### config.mk
export PLATFORM = sky130hd
export DESIGN_NAME = rom_bist_ctrl
export DESIGN_NICKNAME = d
export VERILOG_FILES = /design/src/rtl/rom_bist_ctrl.sv
export SDC_FILE = /design/constraint.sdc
export NUM_CORES = 1
export LEC_CHECK = 0
export CAP_MARGIN = 20
export CORE_MARGIN = 10
export CORE_UTILIZATION = 45
export DETAILED_ROUTE_END_ITERATION = 8
export PLACE_DENSITY = 0.74
export SETUP_SLACK_MARGIN = 0.15
export SYNTH_ARGS = -nofsm -noshare
export SYNTH_HDL_FRONTEND = slang
export SYNTH_SLANG_ARGS = --single-unit
export TNS_END_PERCENT = 1
### constraint.sdc
create_clock -name clk -period 2 [get_ports clk]
set_input_delay 0.2 -clock clk [delete_from_list [all_inputs] [get_ports clk]]
set_output_delay 0.2 -clock clk [all_outputs]
set_load 0.05 [all_outputs]
### src/rtl/rom_bist_ctrl.sv
// rom_bist_ctrl -- ROM built-in self-test sweep controller.
//
// Purpose:
//   Reads a contiguous (optionally wrapping) address range out of a
//   synchronous ROM macro and compresses every returned word into a 32-bit
//   MISR signature (CRC-32 polynomial 32'h04C11DB7, seed 32'hFFFFFFFF).
//   At the end of the sweep the signature is compared with an expected
//   value and the result is reported on pass, alongside a one-cycle done.
//
// Ports:
//   clk        rising-edge clock for all logic
//   rst        synchronous, active-high reset
//   start      one-cycle sweep request, honoured only in IDLE
//   addr_lo    first address of the sweep (sampled with start)
//   addr_hi    last address of the sweep, inclusive (sampled with start)
//   exp_sig    expected signature (sampled with start)
//   busy       high while the sweep is issuing or draining reads
//   done       one-cycle pulse when the sweep completes
//   pass       signature matched exp_sig; valid from done to the next start
//   sig        running / final MISR signature
//   rom_cs     ROM chip select
//   rom_addr   ROM address
//   rom_dout   ROM read data, valid READ_LAT edges after cs/addr are sampled
//
// Optional feature (macro ROM_BIST_DUMP_EN):
//   dump_valid / dump_addr / dump_data present every captured word together
//   with its address, one cycle per word, in issue order. Without the macro
//   these ports and their logic are absent.

module rom_bist_ctrl #(
  parameter int DATA_WIDTH = 8,
  parameter int ADDR_WIDTH = 10,
  parameter int READ_LAT   = 1
) (
  input  logic                  clk,
  input  logic                  rst,
  input  logic                  start,
  input  logic [ADDR_WIDTH-1:0] addr_lo,
  input  logic [ADDR_WIDTH-1:0] addr_hi,
  input  logic [31:0]           exp_sig,
  output logic                  busy,
  output logic                  done,
  output logic                  pass,
  output logic [31:0]           sig,
  output logic                  rom_cs,
  output logic [ADDR_WIDTH-1:0] rom_addr,
  input  logic [DATA_WIDTH-1:0] rom_dout
`ifdef ROM_BIST_DUMP_EN
  ,
  output logic                  dump_valid,
  output logic [ADDR_WIDTH-1:0] dump_addr,
  output logic [DATA_WIDTH-1:0] dump_data
`endif
);

  typedef enum logic [1:0] {
    IDLE,
    ISSUE,
    DRAIN,
    DONE
  } state_t;

  state_t                state;
  logic [ADDR_WIDTH-1:0] hi_q;
  logic [31:0]           exp_q;
  logic [1:0]            drain_cnt;
  logic [READ_LAT-1:0]   vld;
  logic                  capture;
  logic [31:0]           sig_nxt;

  // One MISR step: shift with CRC-32 feedback, then fold in the data word.
  function automatic logic [31:0] misr_step(input logic [31:0] s,
                                            input logic [DATA_WIDTH-1:0] d);
    logic [31:0] fb;
    fb = s[31] ? 32'h04C11DB7 : 32'h0000_0000;
    return ({s[30:0], 1'b0} ^ fb) ^ 32'(d);
  endfunction

  // The oldest stage of the valid pipe marks the cycle in which rom_dout
  // belongs to a read we issued; that is the only time data is folded in.
  assign capture = vld[READ_LAT-1];
  assign sig_nxt = capture ? misr_step(sig, rom_dout) : sig;

  // Main sweep FSM. Outputs are registered. The valid pipe keeps shifting
  // in DRAIN so reads still in flight after the last issue are captured.
  // pass is evaluated against sig_nxt so it already includes the final word
  // captured on the same edge that raises done.
  always_ff @(posedge clk) begin
    if (rst) begin
      state     <= IDLE;
      busy      <= 1'b0;
      done      <= 1'b0;
      pass      <= 1'b0;
      rom_cs    <= 1'b0;
      rom_addr  <= '0;
      sig       <= 32'hFFFF_FFFF;
      vld       <= '0;
      drain_cnt <= 2'd0;
      hi_q      <= '0;
      exp_q     <= 32'h0000_0000;
    end else begin
      vld[0] <= rom_cs;
      for (int i = 1; i < READ_LAT; i++) begin
        vld[i] <= vld[i-1];
      end
      sig <= sig_nxt;

      case (state)
        IDLE: begin
          done <= 1'b0;
          if (start) begin
            state    <= ISSUE;
            busy     <= 1'b1;
            rom_cs   <= 1'b1;
            rom_addr <= addr_lo;
            hi_q     <= addr_hi;
            exp_q    <= exp_sig;
            sig      <= 32'hFFFF_FFFF;
            pass     <= 1'b0;
          end
        end
        ISSUE: begin
          // Natural overflow of rom_addr gives the wrap through address 0.
          if (rom_addr == hi_q) begin
            state     <= DRAIN;
            rom_cs    <= 1'b0;
            drain_cnt <= 2'd0;
          end else begin
            rom_addr <= rom_addr + 1'b1;
          end
        end
        DRAIN: begin
          if (drain_cnt == 2'(READ_LAT - 1)) begin
            state <= DONE;
            busy  <= 1'b0;
            done  <= 1'b1;
            pass  <= (sig_nxt == exp_q);
          end else begin
            drain_cnt <= drain_cnt + 2'd1;
          end
        end
        DONE: begin
          done  <= 1'b0;
          state <= IDLE;
        end
        default: state <= IDLE;
      endcase
    end
  end

`ifdef ROM_BIST_DUMP_EN
  logic [ADDR_WIDTH-1:0] apipe [READ_LAT];

  // Address pipe mirrors the valid pipe so each captured word can be
  // reported with the address it was read from.
  always_ff @(posedge clk) begin
    if (rst) begin
      dump_valid <= 1'b0;
      dump_addr  <= '0;
      dump_data  <= '0;
      for (int i = 0; i < READ_LAT; i++) begin
        apipe[i] <= '0;
      end
    end else begin
      apipe[0] <= rom_addr;
      for (int i = 1; i < READ_LAT; i++) begin
        apipe[i] <= apipe[i-1];
      end
      dump_valid <= capture;
      if (capture) begin
        dump_addr <= apipe[READ_LAT-1];
        dump_data <= rom_dout;
      end
    end
  end
`endif

endmodule

**Yosys cells after proc, flatten, opt, wreduce, memory -nomap -nowiden**

Cells that the tools add are included.

- $add $sub $neg: 2
- Equality and inequality tests: 10
- Muxes and demuxes: 24
- Bitwise logic cells: 2
- Reductions and logical operators: 14

Operators by type and width:

| operator | count |
|---|---|
| $mux W32 | 3 |
| $eq A32 B32 Y1 | 1 |
| $xor A32 B27 Y32 | 1 |
| $xor A32 B8 Y32 | 1 |
| $mux W27 | 1 |
| $mux W10 | 2 |
| $pmux W10 S2 | 1 |
| $reduce_and A3 Y1 | 5 |
| $add A10 B1 Y10 const B | 1 |
| $eq A10 B10 Y1 | 1 |
| $mux W2 | 5 |
| $ne A2 B2 Y1 const B | 5 |
| $pmux W1 S2 | 4 |
| $pmux W2 S4 | 1 |
| $reduce_bool A2 Y1 | 4 |
| $mux W1 | 6 |
| $eq A2 B2 Y1 const B | 2 |
| $logic_not A2 Y1 | 2 |
| $pmux W2 S2 | 1 |
| $reduce_and A2 Y1 | 2 |
| $add A2 B1 Y2 const B | 1 |
| $eq A2 B1 Y1 const B | 1 |
| $reduce_or A2 Y1 | 1 |

- Register bits: 93
- Input bits: 63
- Output and inout bits: 46
- Logic and storage cells: 63

**Logic depth before layout (Yosys ltp)**

Gate-level depths: netlist of the first run.

- Word-level depth: 7
- Depth in mapped cells: 9
- Mapped depth without buffers: 7

**Worst setup path after synthesis of the first run**

No wires, ideal clock.

- Kind: register -> register
- Start point: reg rom_addr[2]
- End point: reg rom_addr[3]
- Setup time: 128 ps
- Arrival: 2,115 ps
- Data required time: 1,872 ps
- Path slack: -243 ps
- Stages on the path, launching flop included: 9
- Path buffers: 2
- Period minus slack after synthesis: 2,243 ps
- Cell sequence: dfxtp_1 -> buf_4 -> xnor2_1 -> nand4_1 -> or4_4 -> o211a_1 -> buf_2 -> a22oi_1 -> nor2_1

- Cells in the longest elaborated chain, start to end: 3
- Elaborated cells on any way between the ends: 6
- Classes of those cells: add/sub (1); eq/ne (2); mux (2); reduce/logical (1)

RTL lines:

| what | line | RTL |
|---|---|---|
| start: declaration | 46 | `output logic [ADDR_WIDTH-1:0] rom_addr,` |
| start signal: assignment | 115 | `rom_addr <= addr_lo;` |
| start signal: assignment | 129 | `rom_addr <= rom_addr + 1'b1;` |
| $add A10 B1 Y10 or $eq A10 B10 Y1 (tied branches) | 129, 124 |  |
| $mux W10 or $ne A2 B2 Y1 (tied branches) | -- |  |
| $pmux W10 S2 or $reduce_and A3 Y1 (tied branches) | -- |  |

Parallel ways exist; a longest one is shown, timed or not. The select of a mux whose other input is x is not followed.
A chain may end at the register's enable or synchronous reset.

**Worst setup path in the final report of the first run**

- Start point: reg exp_q[11]
- End point: reg pass

- Cells in the longest elaborated chain, start to end: 3

RTL lines:

| what | line | RTL |
|---|---|---|
| start: declaration | 65 | `logic [31:0] exp_q;` |
| start signal: assignment | 117 | `exp_q <= exp_sig;` |
| $eq A32 B32 Y1 | 137 | `pass <= (sig_nxt == exp_q);` |
| $mux W1 | 133 | `if (drain_cnt == 2'(READ_LAT - 1)) begin` |
| $pmux W1 S2 | 108 | `case (state)` |
| end signal: assignment | 137 |  |
| end: declaration | 43 | `output logic pass,` |

Every way passes these cells. The select of a mux whose other input is x is not followed.

==> reports/results.md, run 1 <==
* 0 — Post-synth EDFFs
* 2.392 nW — Pleak
* 0 — number of hold violations in the final report
* 0 — warnings from Yosys
* 17.11 um — per-cell routed wire length
* flip-flop to flip-flop — category of the critical setup timing path
* 4164 — vias in the first global route
* 108 — count of buffers inserted at the top-level ports
* 241.8 ps — final worst hold slack
* completed — result of the run
* dfxtp_1 — Yosys top cell by area
* 6063 um — routed metal-1 wirelength
* 574.5 ps — actual slew at the worst max-slew pin
* 0.9766 — fraction of the cycle the final worst path needs
* 849 — number of inserted filler cells in the final layout
* 141 x nand2_1, 93 x dfxtp_1, 59 x a21oi_1, 34 x xnor2_1, 25 x xor2_1 — synth cell count leaders
* met4 — highest layer used for signal routing
* input pin to flip-flop — Hold Crit Class
* dfxtp_1 41%, nand2_1 12%, xnor2_1 6.5% — Synth area leaders
* 0 — number of pins exceeding their max-slew limit in the final report
* 3 — maximum fanout along the worst path
* 0.4642 — starting utilization of the core area
* 8.053 um2 — mean cell area of the mapped netlist
* 794 — Placed Instances
* 93 — clock sink total
* 1953 ps — clock period minus final worst setup slack
* 512.0 MHz — maximum achievable frequency
* xor2_1 -> or3_4 -> a221oi_4 -> a41oi_2 -> a311o_1 -> o31ai_2 — cell breakdown of the critical path
* 0 — GRT overflow
* 2250 ps — Crit path arrival time
* dfxtp_1 — primary flip-flop cell chosen by synthesis mapping
* 0 — Ant. Diodes
* 50 — Netlist cell types
* 21540 um — wire length of the first global-routing pass
* 100 ps — clock transition at the registers of the reported paths
* 37.83% — Layout area overhead
* 4316 — via count
* 9819 um2 — core area
* 64 — largest net degree at the start of global routing
* 0 — number of antenna violations at the first check in global routing
* 353 — number of design-rule violations left by the first detailed-router iteration
* nand2_1 — most repeated cell in the gate-level netlist after synthesis
* yes — RSZ-0062 raised after global routing
* 13.88 ps — worst clock skew
* 93 — synthesized flop and latch total
* 120.6 um — vertical die dimension
* 0.1821 — Overall Global Routing Usage
* 120.6 um — die outline width
* 0.4085 — post-synthesis sequential area ratio
* 14560 um2 — full die area
* 4558 um2 — cell area after synthesis
* 1192 nW/um2 — areal power density over the cells
* 5 — detailed-routing iteration count for the pre-antenna-repair pass
* 2 — Max clock buf depth
* 2300 ps — data required time of the worst path
* 6824 um — met2 layer wire length in the routed design
* 380 ps — Clock Latency Late Sink
* 3 — depth of the CTS H-tree
* 380 ps — biggest cell delay along the critical path
* flip-flop — Critical Path Sink Type
* clkbuf_8 — cell chosen for the clock root
* 0 — Async SR Flop Fraction
* 741 — final net count
* 811 — Final Non-Filler Cells
* flip-flop — type of origin of the critical path
* 36 — count of standard-cell rows
* 7.489 mW — post-layout power
* 13870 um — wire length reported by the detailed router
* 10240 um — HPWL Detailed
* 634 — Mapped Nets
* 0.8574 — final weighted congestion in routability-driven placement
* built — TritonCTS clock tree
* 0 — final setup violation count
* 0 — max-cap violation count
* 109 — Top-Level Pins
* 0 — count of unresolved DRC violations after routing
* 0.6158 — relative slew slack
* or3_4 — Slowest-stage cell, CP
* 9 — cts bufs inserted
* 0.1313 — share of post-route cells with drive strength above 1
* 5.322 — Vias per Instance
* 0.8401 mV — worst supply voltage drop on vdd
* 811 um — amount of wire on met3 after detailed routing
* 0.4085 — fraction of post-synthesis cell area in the top cell type by area
* 566 — number of instances in the synthesized netlist
* 0 — post-route antenna net violation count
## flip-flops by register name, indices dropped and copies added (netlist names)
signal / count
exp_q: 32
sig: 32
hi_q: 10
rom_addr: 10
drain_cnt: 2
state: 2
busy: 1
capture: 1
done: 1
pass: 1
rom_cs: 1
## where the power goes
group          switching [mW]  internal, mW  leakage (nW)
Clock                   0.717         0.620         0.110
Sequential              0.404          2.23         0.766
Combinational            2.12          1.40          1.52
## cell type report
cell class              count  area, um2  share of cell area
clock inverters             4      32.53            0.005178
well taps                 133      166.4             0.02649
flip-flops and latches     93       1904              0.3031
multi-input cells         421       2609              0.4153
clock buffers              12      177.7             0.02828
inverters                  17      63.81             0.01016
repair buffers            131       1329              0.2115
## critical path, delay by kind of cell, from the launching register on
family | cells | cell delay [ps]
and+or+nand+nor | 1 | 380
AOI/OAI and AO/OA | 4 | 970
DFF | 1 | 350
xor gates and xnor gates | 1 | 180
## cells by family after synthesis
logic type	Yosys count	share of synthesized area
AOI/OAI and AO/OA	122	0.1694
xor gates and xnor gates	59	0.1134
adders and majority gates	5	0.01372
buffers and inverters	52	0.04776
DFF	93	0.4085
muxes	19	0.04172
and+or+nand+nor	216	0.2056
## worst paths after layout
path / from / endpoint / slack, ps / cells after the start
hold reg to reg: drain_cnt[0]$_SDFFE_PP0P_ / drain_cnt[0]$_SDFFE_PP0P_ / 460 / 2
hold / removal: rst / pass$_SDFFE_PP0P_ / 240 / 4
setup reg to reg: exp_q[11]$_SDFFE_PP0P_ / pass$_SDFFE_PP0P_ / 50 / 6
setup / recovery: exp_q[11]$_SDFFE_PP0P_ / pass$_SDFFE_PP0P_ / 50 / 6
## placed cells by master (no fill, tap or decap), drive strengths merged, types with 6 or more instances in the layout
master / netlist / routed
nor2b: 7 / 7
clkbuf: 22 / 12
nand2: 141 / 141
xnor2: 34 / 34
clkdlybuf4s50: 0 / 90
dlymetal6s2s: 0 / 16
a21oi: 59 / 59
nand3: 13 / 13
inv: 17 / 21
xor2: 25 / 25
nor2: 19 / 19
mux2i: 19 / 19
dfxtp: 93 / 93
buf: 13 / 24
nand4: 12 / 12
nor3: 6 / 6
o21ai: 18 / 18
## metrics by stage
stage	TNS [ps]	utilization	area, um2	worst slack (ps)
6_report	0	0.6398	6282	46.76
5_1_grt	-39.07	0.6398	6282	-22.46
4_1_cts	0	0.6235	6122	70.29
3_5_place_dp	0	0.6008	5899	17.18
3_3_place_gp	0	0.6008	5899	1.489
2_1_floorplan	0	-	4617	74.43
## what timing repair did
action                                  CTS  global route
endpoints found under the setup margin   22            30
setup buffers                             0             1
gates resized for setup                   6            46
pin swaps                                 1            16
hold buffers                              0             0
## metal layers
metal | GRT usage | vias up
li1 | - | 2131
met5 | 0 | -
met2 | 0.2999 | 134
met3 | 0.04002 | 15
met1 | 0.2328 | 2036
met4 | 0.05354 | 0
Note: power is estimated with default switching activity, not from simulation.
==> inputs of run 2 (changes only) <==
- CTS_CLUSTER_SIZE: unset -> 20
==> results of run 2 <==
No change in the layout: final DEF, timing and power equal those of run 1.
==> patch: new RTL, flow settings as in run 2 <==
Re-encode `state_t` (4 states) as one-hot, 4 bits wide.
--- a/src/rtl/rom_bist_ctrl.sv
+++ b/src/rtl/rom_bist_ctrl.sv
@@ -53,11 +53,11 @@
 `endif
 );
 
-  typedef enum logic [1:0] {
-    IDLE,
-    ISSUE,
-    DRAIN,
-    DONE
+  typedef enum logic [3:0] {
+    IDLE  = 4'b0001,
+    ISSUE = 4'b0010,
+    DRAIN = 4'b0100,
+    DONE  = 4'b1000
   } state_t;
 
   state_t                state;
Check against the original RTL: same outputs for any inputs over 10 cycles, from zero or initial values and one cycle with rst high; not proved beyond that.
==> patch against run 2 <==
  * Via count fell by 2.3%
  * Sequential cell count grew 2
  * Maximum frequency grew 2.2%
  * Die area increased by 1.1%
  * Global-route usage shrank 0.15 points
  * Sequential share of layout area grew 0.91 points
  * Routed wire length is 3.7% lower
  * Non-clock buffer count rose by 5
  * First-iteration DRC count shrank 36%
  * Design area shrank 2.3%
  * Largest cell class unchanged
  * Synthesized area is 1.3% higher
  * Worst setup slack gained 42 ps
  * Register-to-register slack improved by 110 ps
Power is not compared: it rests on default switching activity, and its combinational part moved more than twofold at a synthesized area within 25%.
==> patch: results (changes against run 2) <==
Outcome
  – Status: finished clean (unchanged)

Setup path
  – Crit-path max FO: 5 (was 3)
  – Family with the most delay on the worst path: buffers and inverters (was compound AO/OA/AOI/OAI gates)
  – FF-to-FF setup slack: 160 ps (was 50 ps)
  – Slowest CP cell: clkdlybuf4s50_1 (was or3_4)
  – Critical path arrival: 1710 ps (was 2250 ps)
  – Critical Path Max Stage Delay: 860 ps (was 380 ps)

GRT
  – Vias in the first global route: 4185 (was 4164)
  – Largest net degree at the start of global routing: 44 (was 64)
  – Met1 usage: 0.223 (was 0.233)
  – Initial antenna violation count: 1 (was 0)
  – GRT met2 Usage: 0.291 (was 0.300)
  – First-pass GRT wire length: 21300 um (was 21500 um)

Layout
  – Fin nets: 736 (was 741)

STA
  – Clock Skews: 18.3 ps (was 13.9 ps)
  – Worst Tran Pin Value: 541 ps (was 574 ps)
  – Hold Slack: 171 ps (was 242 ps)

Worst hold path
  – End of the worst hold path: state[3] (was pass)
  – WHS Path Cells: 3 (was 4)

Synthesis
  – Syn nets: 624 (was 634)
  – Post-synthesis sequential area ratio: 0.412 (was 0.408)
  – Xor/xnor share of the synthesized area: 0.146 (was 0.113)
  – Post-synthesis mux area share: 0.0412 (was 0.0417)
  – Adder-cell area share of the yosys netlist: 0.00542 (was 0.0137)
  – Post-Synthesis Cells: 559 (was 566)
  – Post-synth cell types: 49 (was 50)

Placed design
  – Placed cells: 793 (was 794)
  – GP Congestion: 0.917 (was 0.857)
  – Detailed Place HPWL: 10300 um (was 10200 um)

Route
  – Final wirelength: 13400 um (was 13900 um)
  – M1 wire length: 5930 um (was 6060 um)
  – Initial DRT Pass Iterations: 4 (was 5)
  – Met3 routed WL: 940 um (was 811 um)
  – Max layer used: met5 (was met4)
  – Initial DRC count: 226 (was 353)
  – Via count: 4218 (was 4316)
  – WL met2: 6210 um (was 6820 um)
  – Routed vias/inst: 5.22 (was 5.32)

Clock tree
  – Gates resized, CTS repair: 3 (was 6)
-- patch: final cells by class --
type,count,area [um2],share of cell area
Clock inverter,3,18.8,0.00306
Sequential cell,95,1920,0.312
Clock buffer,12,155,0.0253
Multi-Input combinational cell,426,2560,0.417
Timing Repair Buffer,136,1310,0.214
Inverter,3,11.3,0.00183
Tap cell,133,166,0.0271
-- patch: how the worst max path moves through the flow --
stage           startpoint          end
2_1_floorplan  rom_addr[0]  rom_addr[7]
3_3_place_gp       capture         pass
3_5_place_dp       capture         pass
4_1_cts            sig[22]      sig[22]
5_1_grt            sig[11]      sig[11]
6_report           sig[25]      sig[25]
-- patch: through the flow --
step | instance area, um2 | TNS, ps | power [W] | util
after floorplan | 4630 | 0 | 0.00272 | -
after global placement | 5950 | 0 | 0.00307 | 0.603
after detailed placement | 5950 | -76.5 | 0.00309 | 0.603
after CTS | 6140 | 0 | 0.00425 | 0.622
after global routing | 6140 | 0 | 0.00441 | 0.622
final | 6140 | 0 | 0.00423 | 0.622
